File: src/rtl/phase_countdown_timer.sv
// Purpose: seconds countdown timer with 1 s prescaler, load/hold control, expiry pulse and stall detection.
// Latency: load visible on the sampling edge; decrement/tick/expired land on the prescaler wrap edge.
// Backpressure: none; inputs are sampled every cycle and outputs are level/pulse registers.
//
// Ports:
//   clk, rst_n      - system clock, asynchronous active-low reset
//   load_counter    - level load enable (reloads every cycle it is high)
//   load_value[4:0] - seconds to load
//   hold            - freezes prescaler and countdown while high
//   counter_value   - remaining seconds (registered)
//   tick            - one-cycle pulse per second boundary
//   expired         - one-cycle pulse when the count steps 1 -> 0
//   busy            - counter_value != 0
//   stall_fault     - sticky: no reload for STALL_SEC seconds while at zero
module phase_countdown_timer #(
   parameter int unsigned TICKS_PER_SEC = 50_000_000,
   parameter int unsigned STALL_SEC     = 8,
   parameter logic [4:0]  INIT_VALUE    = 5'd0
) (
   input  logic       clk,
   input  logic       rst_n,
   input  logic       load_counter,
   input  logic [4:0] load_value,
   input  logic       hold,
   output logic [4:0] counter_value,
   output logic       tick,
   output logic       expired,
   output logic       busy,
   output logic       stall_fault
);

   localparam int PW = (TICKS_PER_SEC > 2) ? $clog2(TICKS_PER_SEC) : 1;
   localparam int SW = $clog2(STALL_SEC + 1);
   localparam logic [PW-1:0] PRE_MAX   = PW'(TICKS_PER_SEC - 1);
   localparam logic [SW-1:0] STALL_MAX = SW'(STALL_SEC);

   typedef enum logic [1:0] {
      ST_IDLE   = 2'd0,
      ST_RUN    = 2'd1,
      ST_PAUSED = 2'd2
   } state_e;

   state_e        state_q, state_d;
   logic [PW-1:0] pre_q, pre_d;
   logic [4:0]    cnt_q, cnt_d;
   logic [SW-1:0] stall_q, stall_d;
   logic          tick_q, tick_d;
   logic          exp_q, exp_d;
   logic          fault_q, fault_d;

   logic wrap;
   logic dec;

   // A wrap only happens on a non-held cycle; it still pulses tick when a load
   // coincides, but the load suppresses the decrement.
   assign wrap = !hold && (pre_q == PRE_MAX);
   // Decrement keys off the count rather than the state so that a wrap on the
   // cycle hold drops (state still PAUSED) is not lost.
   assign dec  = wrap && !load_counter && (cnt_q != 5'd0);

   always_comb begin
      pre_d   = pre_q;
      cnt_d   = cnt_q;
      stall_d = stall_q;
      fault_d = fault_q;
      exp_d   = 1'b0;
      tick_d  = wrap;

      if (load_counter) begin
         pre_d = '0;
      end else if (!hold) begin
         pre_d = wrap ? '0 : pre_q + 1'b1;
      end

      if (load_counter) begin
         cnt_d   = load_value;
         stall_d = '0;
         fault_d = 1'b0;
      end else if (dec) begin
         cnt_d = cnt_q - 5'd1;
         exp_d = (cnt_q == 5'd1);
      end else if (wrap && (cnt_q == 5'd0)) begin
         // Idle second without a reload: saturating stall count.
         if (stall_q != STALL_MAX) begin
            stall_d = stall_q + 1'b1;
         end
         if (stall_q >= STALL_MAX - 1'b1) begin
            fault_d = 1'b1;
         end
      end

      if (hold) begin
         state_d = ST_PAUSED;
      end else if (cnt_d != 5'd0) begin
         state_d = ST_RUN;
      end else begin
         state_d = ST_IDLE;
      end

      if ((state_d == ST_RUN) && (state_q != ST_RUN)) begin
         stall_d = '0;
      end
   end

   always_ff @(posedge clk or negedge rst_n) begin
      if (!rst_n) begin
         state_q <= (INIT_VALUE != 5'd0) ? ST_RUN : ST_IDLE;
         pre_q   <= '0;
         cnt_q   <= INIT_VALUE;
         stall_q <= '0;
         tick_q  <= 1'b0;
         exp_q   <= 1'b0;
         fault_q <= 1'b0;
      end else begin
         state_q <= state_d;
         pre_q   <= pre_d;
         cnt_q   <= cnt_d;
         stall_q <= stall_d;
         tick_q  <= tick_d;
         exp_q   <= exp_d;
         fault_q <= fault_d;
      end
   end

   assign counter_value = cnt_q;
   assign tick          = tick_q;
   assign expired       = exp_q;
   assign stall_fault   = fault_q;
   // Derived straight from the count register so it never lags counter_value.
   assign busy          = (cnt_q != 5'd0);

endmodule

File: config.mk
export PLATFORM = sky130hd
export DESIGN_NAME = phase_countdown_timer
export DESIGN_NICKNAME = d
export VERILOG_FILES = /design/src/rtl/phase_countdown_timer.sv
export SDC_FILE = /design/constraint.sdc
export NUM_CORES = 1
export LEC_CHECK = 0
export BUFFER_PORTS_ARGS = -buffer_cell sky130_fd_sc_hd__buf_2
export CAP_MARGIN = 20
export CELL_PAD_IN_SITES_DETAIL_PLACEMENT = 0
export CELL_PAD_IN_SITES_GLOBAL_PLACEMENT = 1
export CORE_MARGIN = 1.5
export CORE_UTILIZATION = 50
export DETAILED_ROUTE_END_ITERATION = 7
export MAX_ROUTING_LAYER = met4
export PLACE_DENSITY_LB_ADDON = 0.12
export SLEW_MARGIN = 20
export SYNTH_ARGS = -nofsm -noshare
export SYNTH_HDL_FRONTEND = slang
export SYNTH_SLANG_ARGS = --single-unit
export TNS_END_PERCENT = 5
File: constraint.sdc
create_clock -name clk -period 4.36 [get_ports clk]
set_input_delay 0.872 -clock clk [delete_from_list [all_inputs] [get_ports clk]]
set_output_delay 0.872 -clock clk [all_outputs]
set_load 0.05 [all_outputs]
==> qor.yml <==
yosys:
  synth-seq-cells: 40
  netlist_instances: 219
  synth_edf_count: 0
  ys_async_sr_fraction_pct: 100
  synth_area_per_cell_um2: 10.2
  synthDistinctLibCells: 54
  syn_area_mm2: 0.00224
  yosysSeqAreaShare_pct: 44.6
  synth_area_leaders: "dfrtp_1 45%, nor2_1 5.7%, xnor2_1 5.5%, xor2_1 5.1%, ha_1 3.3%"
  yosysTopAreaCell: "dfrtp_1"
  synth_ff_type: "dfrtp_1"
  synth.top_cell.area_share_pct: 44.6
  synthesis.nets: 234
  synth_warnings: 0
sta:
  fin_skew_ns: 0.00975
  fmax_mhz: 337
  worst_pin_slew_ns: 0.890
  setup_violations: 0
  fin_crit_ns: 2.97
  maxSlewHeadroom_pct: 40.6
  fin_setup_tns_ns: 0
  rsz0062_at_grt: "no"
  final_hold_viol_count: 0
  final_max_slew_viol_count: 0
  period_share_pct: 68.0
clock_tree:
  cts_resized: 0
  clockRootBuffer: "clkbuf_8"
  cts.htree.levels: 2
  clock_sinks: 40
  clockBufferDepth: 2
  postCtsSetupBuffers: 0
  cts_buffers: 5
  holdBufCountCts: 0
  cts_tree: "done"
  clock_latency_ns: 0.29
  clkSlewWorstSetupHoldPaths_ns: 0.08
grt:
  antenna_found_initial: 0
  grt_max_degree: 41
  grt_pass1_vias: 1702
  grt.overflow.total: 0
  grt_pass1_wl_um: 7910
  gr-usage-all-layers_pct: 20.9
final_layout:
  drive_above_1_share_pct: 17.2
  final_common_cell: "dfrtp_1"
  utilization_pct: 56.4
  nFillCells: 388
  syn_to_final_growth_pct: 8.76
  stdcell_area_mm2: 0.00244
  layout_common_cells: "40 x dfrtp_1, 34 x nor2_1, 17 x buf_2, 14 x xnor2_1"
  fin_nets: 253
  diodes: 0
worst_setup_path:
  worst_setup_path_start_kind: "flip-flop"
  critPathCaptureType: "output port"
  cp.required_ns: 3.49
  crit_arrival_ns: 2.09
  cp_max_fo: 7
  crit_type: "reg -> out"
pwr:
  comb_power_share_pct: 10.3
  p_leak_nw: 1.07
  power.density_mw_per_mm2: 292
  total_power_w: 0.000713
  seqPwrFrac_pct: 53.9
  swShare_pct: 25.9
  vdd_drop_max_uv: 170
  p_switching_w: 0.000184
  p_clk_share_pct: 35.8
  p_int_w: 0.000528
floorplanning:
  die_area_mm2: 0.00490
  core_area_mm2: 0.00432
  die_w_um: 70.0
  initial_utilization_pct: 51.9
  die_h_um: 70.0
  io_pins: 18
  rows: 24
route:
  postRouteWirelength_um: 4480
  dr_total_vias: 1625
  dr.pass1.iters: 4
  wl_per_cell_um: 15.4
  ant_nets: 0
  viasPerCell: 5.58
  drc: 0
  drt_iter0_drc: 87
placement:
  portBuffers: 17
  gp_congestion: 0.916
  place_hpwl_um: 3170
  placed_cell_area_mm2: 0.00235
run:
  drv_cap: 0
outcome:
  outcome: "finished clean"
hold_path:
  min_path_type: "reg -> reg"
cell usage after synthesis, drive strengths merged (2+ instances only):
cell type  number
or4             3
nand4           8
or3             3
nand2           8
and2            4
nor4b           3
ha              6
nor3            4
dfrtp          40
or2             2
xor2           13
clkbuf          2
nand3           9
o31a            3
nand2b          5
and3            8
buf             4
inv            13
xnor2          14
nor4            2
a211oi          5
a21oi           3
nor2b           2
and3b           2
nor2           34
o31ai           3
worst paths after layout:
check                                                start                    endpoint  slack (ns)  cells past startpoint
worst min-delay path               stall_fault$_DFFE_PN0P_     stall_fault$_DFFE_PN0P_        0.50                      2
worst min register to register     stall_fault$_DFFE_PN0P_     stall_fault$_DFFE_PN0P_        0.50                      2
worst max register to register        pre_q[8]$_DFFE_PN0P_      stall_q[1]$_DFFE_PN0P_        1.56                      6
min in group asynchronous                            rst_n  counter_value[2]$_DFF_PN0_        0.70                      1
worst max-delay path            counter_value[0]$_DFF_PN0_                        busy        1.39                      5
max in group asynchronous                            rst_n       pre_q[24]$_DFFE_PN0P_        3.10                      1
sequential cells by signal (all words and copies together), names as in the netlist:
register       cells
counter_value      5
pre_q             26
tick               1
stall_fault        1
stall_q            4
state_q            2
expired            1
power by group through the flow:
stage                     clock network (W)   logic, W  registers [W]
final                              0.000255  0.0000734       0.000384
after global routing               0.000279  0.0000803       0.000385
after CTS                          0.000263  0.0000741       0.000384
after detailed placement                  0  0.0000740       0.000392
after global placement                    0  0.0000724       0.000391
after floorplan                           0  0.0000343       0.000405
per-stage QoR:
step / setup WS [ns] / instances / hold slack [ns]
6_report: 1.39 / 291 / 0.499
5_1_grt: 1.26 / 291 / 0.530
4_1_cts: 1.34 / 291 / 0.511
3_5_place_dp: 1.33 / 283 / 0.494
3_3_place_gp: 1.43 / 283 / 0.478
2_1_floorplan: 1.55 / 219 / 0.497
metal layers:
layer | vias to the layer above | global-route usage, % | part of all wire, %
met5 | - | - | 0
li1 | 799 | - | -
met1 | 785 | 25.6 | 46
met3 | 12 | 4.62 | 2.9
met2 | 29 | 33.5 | 49
met4 | 0 | 9.19 | 2.5
kinds of logic (layout without fill, tap and decap cells):
| logic type | count (synthesis) | after routing | synth area share, % |
|---|---|---|---|
| simple gates | 104 | 104 | 27.8 |
| flops | 40 | 40 | 44.6 |
| xor+xnor | 27 | 27 | 10.5 |
| compound gates | 23 | 23 | 9.20 |
| buf+inv | 19 | 39 | 4.46 |
| fa+ha+maj | 6 | 6 | 3.35 |
worst max-delay path: stages, from the launching register on:
cell and delay (ns):
dfrtp_1 0.41, inv_1 0.17, ha_1 0.23, nor4b_2 0.61, inv_1 0.14, buf_2 0.25
final cells by class:
class / instances / area [µm²] / area share, %
inverters: 13 / 48.8 / 2.00
multi-input cells: 160 / 1140 / 46.8
flip-flops and latches: 40 / 1000 / 41.0
repair buffers: 18 / 92.6 / 3.79
clock buffers: 8 / 90.1 / 3.69
well taps: 52 / 65.1 / 2.67
Power figures use the tool's default switching activity.
